<file path="config.mk">
export PLATFORM = sky130hd
export DESIGN_NAME = dmem_rr_arbiter_flat
export DESIGN_NICKNAME = d
export VERILOG_FILES = /design/src/rtl/dmem_rr_arbiter_pkg.sv /design/src/rtl/dmem_rr_arbiter_if.sv /design/src/rtl/dmem_rr_arbiter_picker.sv /design/src/rtl/dmem_rr_arbiter.sv /design/src/flat_wrapper.sv
export SDC_FILE = /design/constraint.sdc
export NUM_CORES = 1
export LEC_CHECK = 0
export CORE_AREA = 2 2 160 162
export CTS_CLUSTER_SIZE = 25
export DETAILED_ROUTE_END_ITERATION = 8
export DIE_AREA = 0 0 162 164
export GPL_TIMING_DRIVEN = 0
export PLACE_DENSITY = 0.76
export RECOVER_POWER = 25
export SLEW_MARGIN = 40
export SYNTH_ARGS = -nofsm -noshare
export SYNTH_HDL_FRONTEND = slang
export SYNTH_SLANG_ARGS = --single-unit
</file>
<file path="constraint.sdc">
create_clock -name clk -period 4.2 [get_ports clk]
set_input_delay 0.42 -clock clk [delete_from_list [all_inputs] [get_ports clk]]
set_output_delay 0.42 -clock clk [all_outputs]
set_load 0.01 [all_outputs]
</file>
<file path="src/rtl/dmem_rr_arbiter_pkg.sv">
// Shared types for the data-memory round-robin arbiter.
// Arbiter FSM states and memory-side request/response bundles.
package dmem_rr_arbiter_pkg;

    localparam int dmem_addr_width_lp = 32;
    localparam int dmem_data_width_lp = 32;

    typedef enum logic [1:0] {
        IDLE,
        ISSUE,
        WAIT
    } arb_state_e;

    typedef struct packed {
        logic                          valid;
        logic                          we;
        logic [dmem_addr_width_lp-1:0] addr;
        logic [dmem_data_width_lp-1:0] wdata;
    } mem_in_s;

    typedef struct packed {
        logic                          valid;
        logic [dmem_data_width_lp-1:0] rdata;
    } mem_out_s;

endpackage

</file>
<file path="src/rtl/dmem_rr_arbiter_if.sv">
// Core-side and memory-side bus of the data-memory arbiter.
// slave is the arbiter view, master is the cores/memory view.
interface dmem_rr_arbiter_if #(
    parameter int num_cores_p  = 4,
    parameter int addr_width_p = 32,
    parameter int data_width_p = 32
) ();

    logic [num_cores_p-1:0]              req_valid_i;
    logic [num_cores_p-1:0]              req_we_i;
    logic [num_cores_p*addr_width_p-1:0] req_addr_i;
    logic [num_cores_p*data_width_p-1:0] req_wdata_i;
    logic [num_cores_p-1:0]              req_ready_o;
    logic [num_cores_p-1:0]              resp_valid_o;
    logic [data_width_p-1:0]             resp_data_o;
    logic                                mem_valid_o;
    logic                                mem_we_o;
    logic [addr_width_p-1:0]             mem_addr_o;
    logic [data_width_p-1:0]             mem_wdata_o;
    logic                                mem_ready_i;
    logic                                mem_resp_valid_i;
    logic [data_width_p-1:0]             mem_rdata_i;

    modport slave (
        input  req_valid_i, req_we_i, req_addr_i, req_wdata_i,
        input  mem_ready_i, mem_resp_valid_i, mem_rdata_i,
        output req_ready_o, resp_valid_o, resp_data_o,
        output mem_valid_o, mem_we_o, mem_addr_o, mem_wdata_o
    );

    modport master (
        output req_valid_i, req_we_i, req_addr_i, req_wdata_i,
        output mem_ready_i, mem_resp_valid_i, mem_rdata_i,
        input  req_ready_o, resp_valid_o, resp_data_o,
        input  mem_valid_o, mem_we_o, mem_addr_o, mem_wdata_o
    );

endinterface

</file>
<file path="src/rtl/dmem_rr_arbiter_picker.sv">
// Round-robin priority picker: first requester at or after ptr_i.
// Combinational; yields a one-hot grant and its index.
module rr_priority_picker #(
    parameter int num_req_p = 4
) (
    input  logic [num_req_p-1:0]         req_i,
    input  logic [$clog2(num_req_p)-1:0] ptr_i,
    output logic [num_req_p-1:0]         grant_o,
    output logic [$clog2(num_req_p)-1:0] idx_o,
    output logic                         any_o
);

    localparam int iw_lp = $clog2(num_req_p);

    // Scan from the pointer with wraparound; the first hit wins
    always_comb begin
        logic             found;
        logic [iw_lp-1:0] k;
        grant_o = '0;
        idx_o   = '0;
        found   = 1'b0;
        k       = '0;
        for (int i = 0; i < num_req_p; i++) begin
            k = iw_lp'((int'(ptr_i) + i) % num_req_p);
            if (!found && req_i[k]) begin
                found      = 1'b1;
                grant_o[k] = 1'b1;
                idx_o      = k;
            end
        end
    end

    assign any_o = |req_i;

endmodule

</file>
<file path="src/rtl/dmem_rr_arbiter.sv">
// Round-robin arbiter sharing one data-memory port among cores.
// One transaction in flight; a watchdog aborts reads that never return.
module dmem_rr_arbiter
    import dmem_rr_arbiter_pkg::*;
#(
    parameter int num_cores_p  = 4,
    parameter int addr_width_p = 32,
    parameter int data_width_p = 32,
    parameter int timeout_p    = 255
) (
    input  logic                           clk,
    input  logic                           reset,
    dmem_rr_arbiter_if.slave               bus,
    output logic                           timeout_o,
    output logic [$clog2(num_cores_p)-1:0] grant_id_o
);

    localparam int          iw_lp       = $clog2(num_cores_p);
    localparam logic [15:0] last_cnt_lp = 16'(timeout_p - 1);

    arb_state_e state_q, state_d;

    logic [iw_lp-1:0]        ptr_q, grant_id_q, pick_idx;
    logic [num_cores_p-1:0]  pick_oh, grant_oh_q, resp_valid_q;
    logic                    pick_any, grant_en, accept;
    logic                    resp_hit, expire, timeout_q, we_q;
    logic [15:0]             cnt_q;
    logic [addr_width_p-1:0] addr_q;
    logic [data_width_p-1:0] wdata_q, rdata_q;
    logic [addr_width_p-1:0] addr_a  [num_cores_p];
    logic [data_width_p-1:0] wdata_a [num_cores_p];

    for (genvar k = 0; k < num_cores_p; k++) begin : g_unpack
        assign addr_a[k]  = bus.req_addr_i[k*addr_width_p +: addr_width_p];
        assign wdata_a[k] = bus.req_wdata_i[k*data_width_p +: data_width_p];
    end

    rr_priority_picker #(
        .num_req_p(num_cores_p)
    ) u_picker (
        .req_i  (bus.req_valid_i),
        .ptr_i  (ptr_q),
        .grant_o(pick_oh),
        .idx_o  (pick_idx),
        .any_o  (pick_any)
    );

    // State register
    always_ff @(posedge clk) begin
        if (reset) state_q <= IDLE;
        else       state_q <= state_d;
    end

    // Next state; a response beats a watchdog expiry in the same cycle
    always_comb begin
        state_d  = state_q;
        grant_en = 1'b0;
        accept   = 1'b0;
        resp_hit = 1'b0;
        expire   = 1'b0;
        unique case (state_q)
            IDLE: begin
                if (pick_any) begin
                    grant_en = 1'b1;
                    state_d  = ISSUE;
                end
            end
            ISSUE: begin
                if (bus.mem_ready_i) begin
                    accept  = 1'b1;
                    state_d = we_q ? IDLE : WAIT;
                end
            end
            WAIT: begin
                if (bus.mem_resp_valid_i) begin
                    resp_hit = 1'b1;
                    state_d  = IDLE;
                end else if (cnt_q == last_cnt_lp) begin
                    expire  = 1'b1;
                    state_d = IDLE;
                end
            end
            default: state_d = IDLE;
        endcase
    end

    // Grant latch, rr pointer, watchdog and registered response
    always_ff @(posedge clk) begin
        if (reset) begin
            ptr_q        <= '0;
            grant_id_q   <= '0;
            grant_oh_q   <= '0;
            we_q         <= 1'b0;
            addr_q       <= '0;
            wdata_q      <= '0;
            cnt_q        <= '0;
            rdata_q      <= '0;
            resp_valid_q <= '0;
            timeout_q    <= 1'b0;
        end else begin
            resp_valid_q <= '0;
            timeout_q    <= 1'b0;
            if (grant_en) begin
                grant_oh_q <= pick_oh;
                grant_id_q <= pick_idx;
                we_q       <= bus.req_we_i[pick_idx];
                addr_q     <= addr_a[pick_idx];
                wdata_q    <= wdata_a[pick_idx];
                ptr_q      <= (pick_idx == iw_lp'(num_cores_p - 1))
                              ? '0 : pick_idx + 1'b1;
            end
            cnt_q <= (state_q == WAIT) ? cnt_q + 16'd1 : 16'd0;
            if (resp_hit) begin
                rdata_q      <= bus.mem_rdata_i;
                resp_valid_q <= grant_oh_q;
            end
            if (expire) begin
                rdata_q      <= '0;
                resp_valid_q <= grant_oh_q;
                timeout_q    <= 1'b1;
            end
        end
    end

    assign bus.mem_valid_o  = (state_q == ISSUE);
    assign bus.mem_we_o     = we_q;
    assign bus.mem_addr_o   = addr_q;
    assign bus.mem_wdata_o  = wdata_q;
    assign bus.req_ready_o  = accept ? grant_oh_q : '0;
    assign bus.resp_valid_o = resp_valid_q;
    assign bus.resp_data_o  = rdata_q;
    assign timeout_o        = timeout_q;
    assign grant_id_o       = grant_id_q;

endmodule

</file>
<file path="src/flat_wrapper.sv">
// flat-port wrapper written by rule: the top's interface ports become plain ports
module dmem_rr_arbiter_flat import dmem_rr_arbiter_pkg::*;
#(
    parameter int num_cores_p  = 4,
    parameter int addr_width_p = 32,
    parameter int data_width_p = 32,
    parameter int timeout_p    = 255
)
  (clk, reset, timeout_o, grant_id_o, bus_req_valid_i, bus_req_we_i, bus_req_addr_i, bus_req_wdata_i, bus_mem_ready_i, bus_mem_resp_valid_i, bus_mem_rdata_i, bus_req_ready_o, bus_resp_valid_o, bus_resp_data_o, bus_mem_valid_o, bus_mem_we_o, bus_mem_addr_o, bus_mem_wdata_o);
  dmem_rr_arbiter_if #(.num_cores_p(num_cores_p), .addr_width_p(addr_width_p), .data_width_p(data_width_p)) bus_i ();
  input  logic clk;
  input  logic reset;
  output logic timeout_o;
  output logic [$clog2(num_cores_p)-1:0] grant_id_o;
  input wire logic [$bits(bus_i.req_valid_i)-1:0] bus_req_valid_i;
  input wire logic [$bits(bus_i.req_we_i)-1:0] bus_req_we_i;
  input wire logic [$bits(bus_i.req_addr_i)-1:0] bus_req_addr_i;
  input wire logic [$bits(bus_i.req_wdata_i)-1:0] bus_req_wdata_i;
  input wire logic [$bits(bus_i.mem_ready_i)-1:0] bus_mem_ready_i;
  input wire logic [$bits(bus_i.mem_resp_valid_i)-1:0] bus_mem_resp_valid_i;
  input wire logic [$bits(bus_i.mem_rdata_i)-1:0] bus_mem_rdata_i;
  output wire logic [$bits(bus_i.req_ready_o)-1:0] bus_req_ready_o;
  output wire logic [$bits(bus_i.resp_valid_o)-1:0] bus_resp_valid_o;
  output wire logic [$bits(bus_i.resp_data_o)-1:0] bus_resp_data_o;
  output wire logic [$bits(bus_i.mem_valid_o)-1:0] bus_mem_valid_o;
  output wire logic [$bits(bus_i.mem_we_o)-1:0] bus_mem_we_o;
  output wire logic [$bits(bus_i.mem_addr_o)-1:0] bus_mem_addr_o;
  output wire logic [$bits(bus_i.mem_wdata_o)-1:0] bus_mem_wdata_o;
  assign bus_i.req_valid_i = bus_req_valid_i;
  assign bus_i.req_we_i = bus_req_we_i;
  assign bus_i.req_addr_i = bus_req_addr_i;
  assign bus_i.req_wdata_i = bus_req_wdata_i;
  assign bus_i.mem_ready_i = bus_mem_ready_i;
  assign bus_i.mem_resp_valid_i = bus_mem_resp_valid_i;
  assign bus_i.mem_rdata_i = bus_mem_rdata_i;
  assign bus_req_ready_o = bus_i.req_ready_o;
  assign bus_resp_valid_o = bus_i.resp_valid_o;
  assign bus_resp_data_o = bus_i.resp_data_o;
  assign bus_mem_valid_o = bus_i.mem_valid_o;
  assign bus_mem_we_o = bus_i.mem_we_o;
  assign bus_mem_addr_o = bus_i.mem_addr_o;
  assign bus_mem_wdata_o = bus_i.mem_wdata_o;
  dmem_rr_arbiter #(.num_cores_p(num_cores_p), .addr_width_p(addr_width_p), .data_width_p(data_width_p), .timeout_p(timeout_p)) u_core (.clk(clk), .reset(reset), .bus(bus_i), .timeout_o(timeout_o), .grant_id_o(grant_id_o));
endmodule
</file>
==> impl_metrics.yaml <==
floorplanning:
  die_y_um: 164
  io_pins: 409
  die_x_um: 162
  fp-row-count: 58
  start_util: 0.4194
  core_um2: 24820
  die_area_um2: 26570
power_and_ir_drop:
  powerDensity_nw_per_um2: 601.4
  ir_drop_v: 0.0002723
  p_leak_uw: 0.005995
place:
  portBuffers: 408
  dp_hpwl_mm: 34.22
  place_congestion: 0.9220
drt:
  ant_nets: 0
  drc: 0
  drt_iter0_drc: 1047
  wirelength_mm: 44.90
  dr.pass1.iters: 5
  routed_via_density: 6.145
  wl_per_cell_um: 21.55
  vias: 12810
synth:
  ys_types: 48
  synthCells: 1308
  yosys_register_bits: 128
  synth_edf_count: 0
  async_reset_ff_frac: 0
  yosysWarnings: 0
  synth.avg_cell_area_um2: 7.959
  ys_seq_area_frac: 0.2462
  synth_nets: 1616
  syn-cell-area_um2: 10410
  ys.flop_type: "dfxtp_1"
min_path:
  min_from: "u_core.bus.resp_data_o[10]$_SDFFE_PP0P_"
  holdPathStages: 2
  min_to: "u_core.bus.resp_data_o[10]$_SDFFE_PP0P_"
  hold_path.class: "reg2reg"
worst_setup_path:
  cpMaxStageDelayCell: "mux4_2"
  cpPeakStageDelay_ns: 0.55
  rr_startpoint: "u_core.ptr_q[0]$_SDFFE_PP0P_"
  cp_max_fo: 11
  r2r_cells: 12
  cp_top_family: "buffers and inverters"
  startpoint_type: "register"
  r2r_slack_ns: 0.28
  crit_arrival_ns: 4.27
  r2r_end: "u_core.bus.mem_addr_o[24]$_SDFFE_PP0P_"
  path_buf_inv: 6
  worstSetupEndpointType: "register"
  path_cells: "buf_6 > inv_1 > clkbuf_1 > ha_1 > buf_6 > mux4_2 > nor3b_1 > buf_2 > buf_2 > a22o_1 > a221oi_1 > o22ai_1"
  critical_path_class: "reg2reg"
  required_ns: 4.55
global_route:
  grt_pass1_vias: 12180
  grt_antenna_before_repair: 4
  grt_max_degree: 17
  grt_remaining_overflow: 0
  grt_pass1_wl_mm: 67.28
  grt_usage: 0.3224
clock_network:
  cts_tree: "yes"
  postCtsHoldBufs: 0
  clock-sinks: 128
  clk_transition_reported_paths_ns: 0.07
  ctsResizeCount: 0
  root_buffer: "clkbuf_16"
  max-clock-path-buffers: 2
  htreeDepth: 4
  clock_latency_ns: 0.43
  post-cts-setup-buffer-count: 0
  numCtsBuffers: 17
sta:
  worst_pin_slew_ns: 0.9171
  fin_crit_ns: 3.921
  skew_ns: 0.008939
  setup_viol: 0
  grt_setup_unrepaired: "false"
  timing.fmax_mhz: 255.1
  slew_headroom: 0.3886
  fin_crit_sh: 0.9335
  hold_violations: 0
  drv_slew: 0
  setup_tns_ns: 0
  finalHoldWorstSlack_ns: 0.4496
layout:
  drive_gt1_frac: 0.07895
  syn_to_final_growth_pct: 49.30
  fin_nets: 2043
  final_util: 0.6262
flow_run:
  max_cap_viol_count: 0
status:
  outcome: "completed"
-- per-layer routing --
layer  track usage  wire length (um)  vias to the layer above
met1        0.3827             16980                     6053
li1              -                 -                     5906
met4        0.1500              1846                        0
met3       0.07096              4239                      106
met5             0                 0                        -
met2        0.5555             21840                      742
-- area by class of cell --
class                           count  area (um2)
Tap cell                          330       412.9
Antenna cell                        6       15.01
Fill cell                        2217        9276
Clock buffer                       17       425.4
Multi-Input combinational cell    970        6833
Inverter                           69       259.0
Buffer                            141       754.5
Timing Repair Buffer              408        4084
Sequential cell                   128        2562
Clock inverter                     15       196.4
-- sequential cells by signal, summed over array words and instances, names as in the netlist, 4 cells and up --
register,cells
u_core.bus.mem_addr_o,32
u_core.bus.mem_wdata_o,32
u_core.grant_oh_q,4
u_core.bus.resp_valid_o,4
u_core.bus.resp_data_o,32
u_core.cnt_q,16
-- cells in the final DEF (no fill, tap or decap), drive strengths merged, types with 2 or more instances in the layout --
master         netlist  final
a2111oi             65     65
a211oi               2      2
a21oi               39     39
a221oi              65     65
a22o               134    134
a2bb2oi             65     65
a311oi               5      5
and2                 6      6
and3                 6      6
buf                 70     69
bufinv               0      3
clkbuf              71     89
clkdlybuf4s50        0    364
clkinv               0      2
clkinvlp             0      3
dfxtp              128    128
diode                0      6
dlygate4sd3          0     44
ha                   8      8
inv                 69     76
mux2i               73     73
mux4                 4      4
nand2              145    145
nand2b               6      6
nand3                9      9
nand4                5      5
nor2                99     99
nor2b                5      5
nor3                 4      4
nor4                 2      2
o21ai               67     67
o22ai               65     65
or3                 66     66
xnor2                4      4
xor2                 9      9
-- worst min-delay path, stage by stage, from the launching register on --
cell	delay (ns)
dfxtp_1	0.30
nand2_1	0.05
a21oi_1	0.05
-- worst max path at each step --
| stage | startpoint | endpoint | slack (ns) | cells after the start |
|---|---|---|---|---|
| after global placement | u_core.ptr_q[0]$_SDFFE_PP0P_ | u_core.bus.mem_wdata_o[7]$_SDFFE_PP0P_ | 0.45 | 12 |
| after CTS | u_core.ptr_q[0]$_SDFFE_PP0P_ | u_core.bus.mem_addr_o[24]$_SDFFE_PP0P_ | 0.34 | 12 |
| after floorplan | u_core.ptr_q[0]$_SDFFE_PP0P_ | u_core.ptr_q[0]$_SDFFE_PP0P_ | 1.21 | 13 |
| after global routing | u_core.ptr_q[0]$_SDFFE_PP0P_ | u_core.bus.mem_addr_o[17]$_SDFFE_PP0P_ | 0.15 | 12 |
| after detailed placement | u_core.ptr_q[0]$_SDFFE_PP0P_ | u_core.bus.mem_addr_o[13]$_SDFFE_PP0P_ | 0.37 | 12 |
| final | u_core.ptr_q[0]$_SDFFE_PP0P_ | u_core.bus.mem_addr_o[24]$_SDFFE_PP0P_ | 0.28 | 12 |
-- per-stage QoR --
step	cell area [um2]	power, uW	instances	worst slack (ns)
2_1_floorplan	10410	5464	1308	1.210
3_3_place_gp	14910	7555	2046	0.4471
3_5_place_dp	14910	7647	2046	0.3748
4_1_cts	15530	9285	2078	0.3362
5_1_grt	15530	9819	2080	0.1529
6_report	15540	9347	2084	0.2793
-- cells by family after synthesis --
group           count (synthesis)  synth area share
compound gates                515            0.4008
xor+xnor                       13           0.01094
fa+ha+maj                       8          0.009616
buf+inv                       210           0.09748
flops                         128            0.2462
mux                            78           0.07993
simple gates                  356            0.1550
-- synth_stat cells, drive strengths merged, types with 6 or more instances --
cell | n | area, um2
nand2 | 145 | 544.3
a22o | 134 | 1174
dfxtp | 128 | 2562
nor2 | 99 | 371.6
mux2i | 73 | 730.7
clkbuf | 71 | 266.5
buf | 70 | 489.2
inv | 69 | 259.0
o21ai | 67 | 335.3
or3 | 66 | 412.9
a2111oi | 65 | 779.5
a221oi | 65 | 569.3
a2bb2oi | 65 | 569.3
o22ai | 65 | 406.6
a21oi | 39 | 195.2
nand3 | 9 | 45.04
xor2 | 9 | 78.83
ha | 8 | 100.1
and2 | 6 | 37.54
and3 | 6 | 37.54
nand2b | 6 | 37.54
-- power breakdown --
group	total, uW	switching [uW]	internal [uW]	leakage [uW]
sequential	1960	382	1580	0.00105
combinational	5780	3050	2730	0.00465
clock	1610	659	954	0.000295
total	9350	4090	5260	0.00599
(Power assumes the default switching activity.)
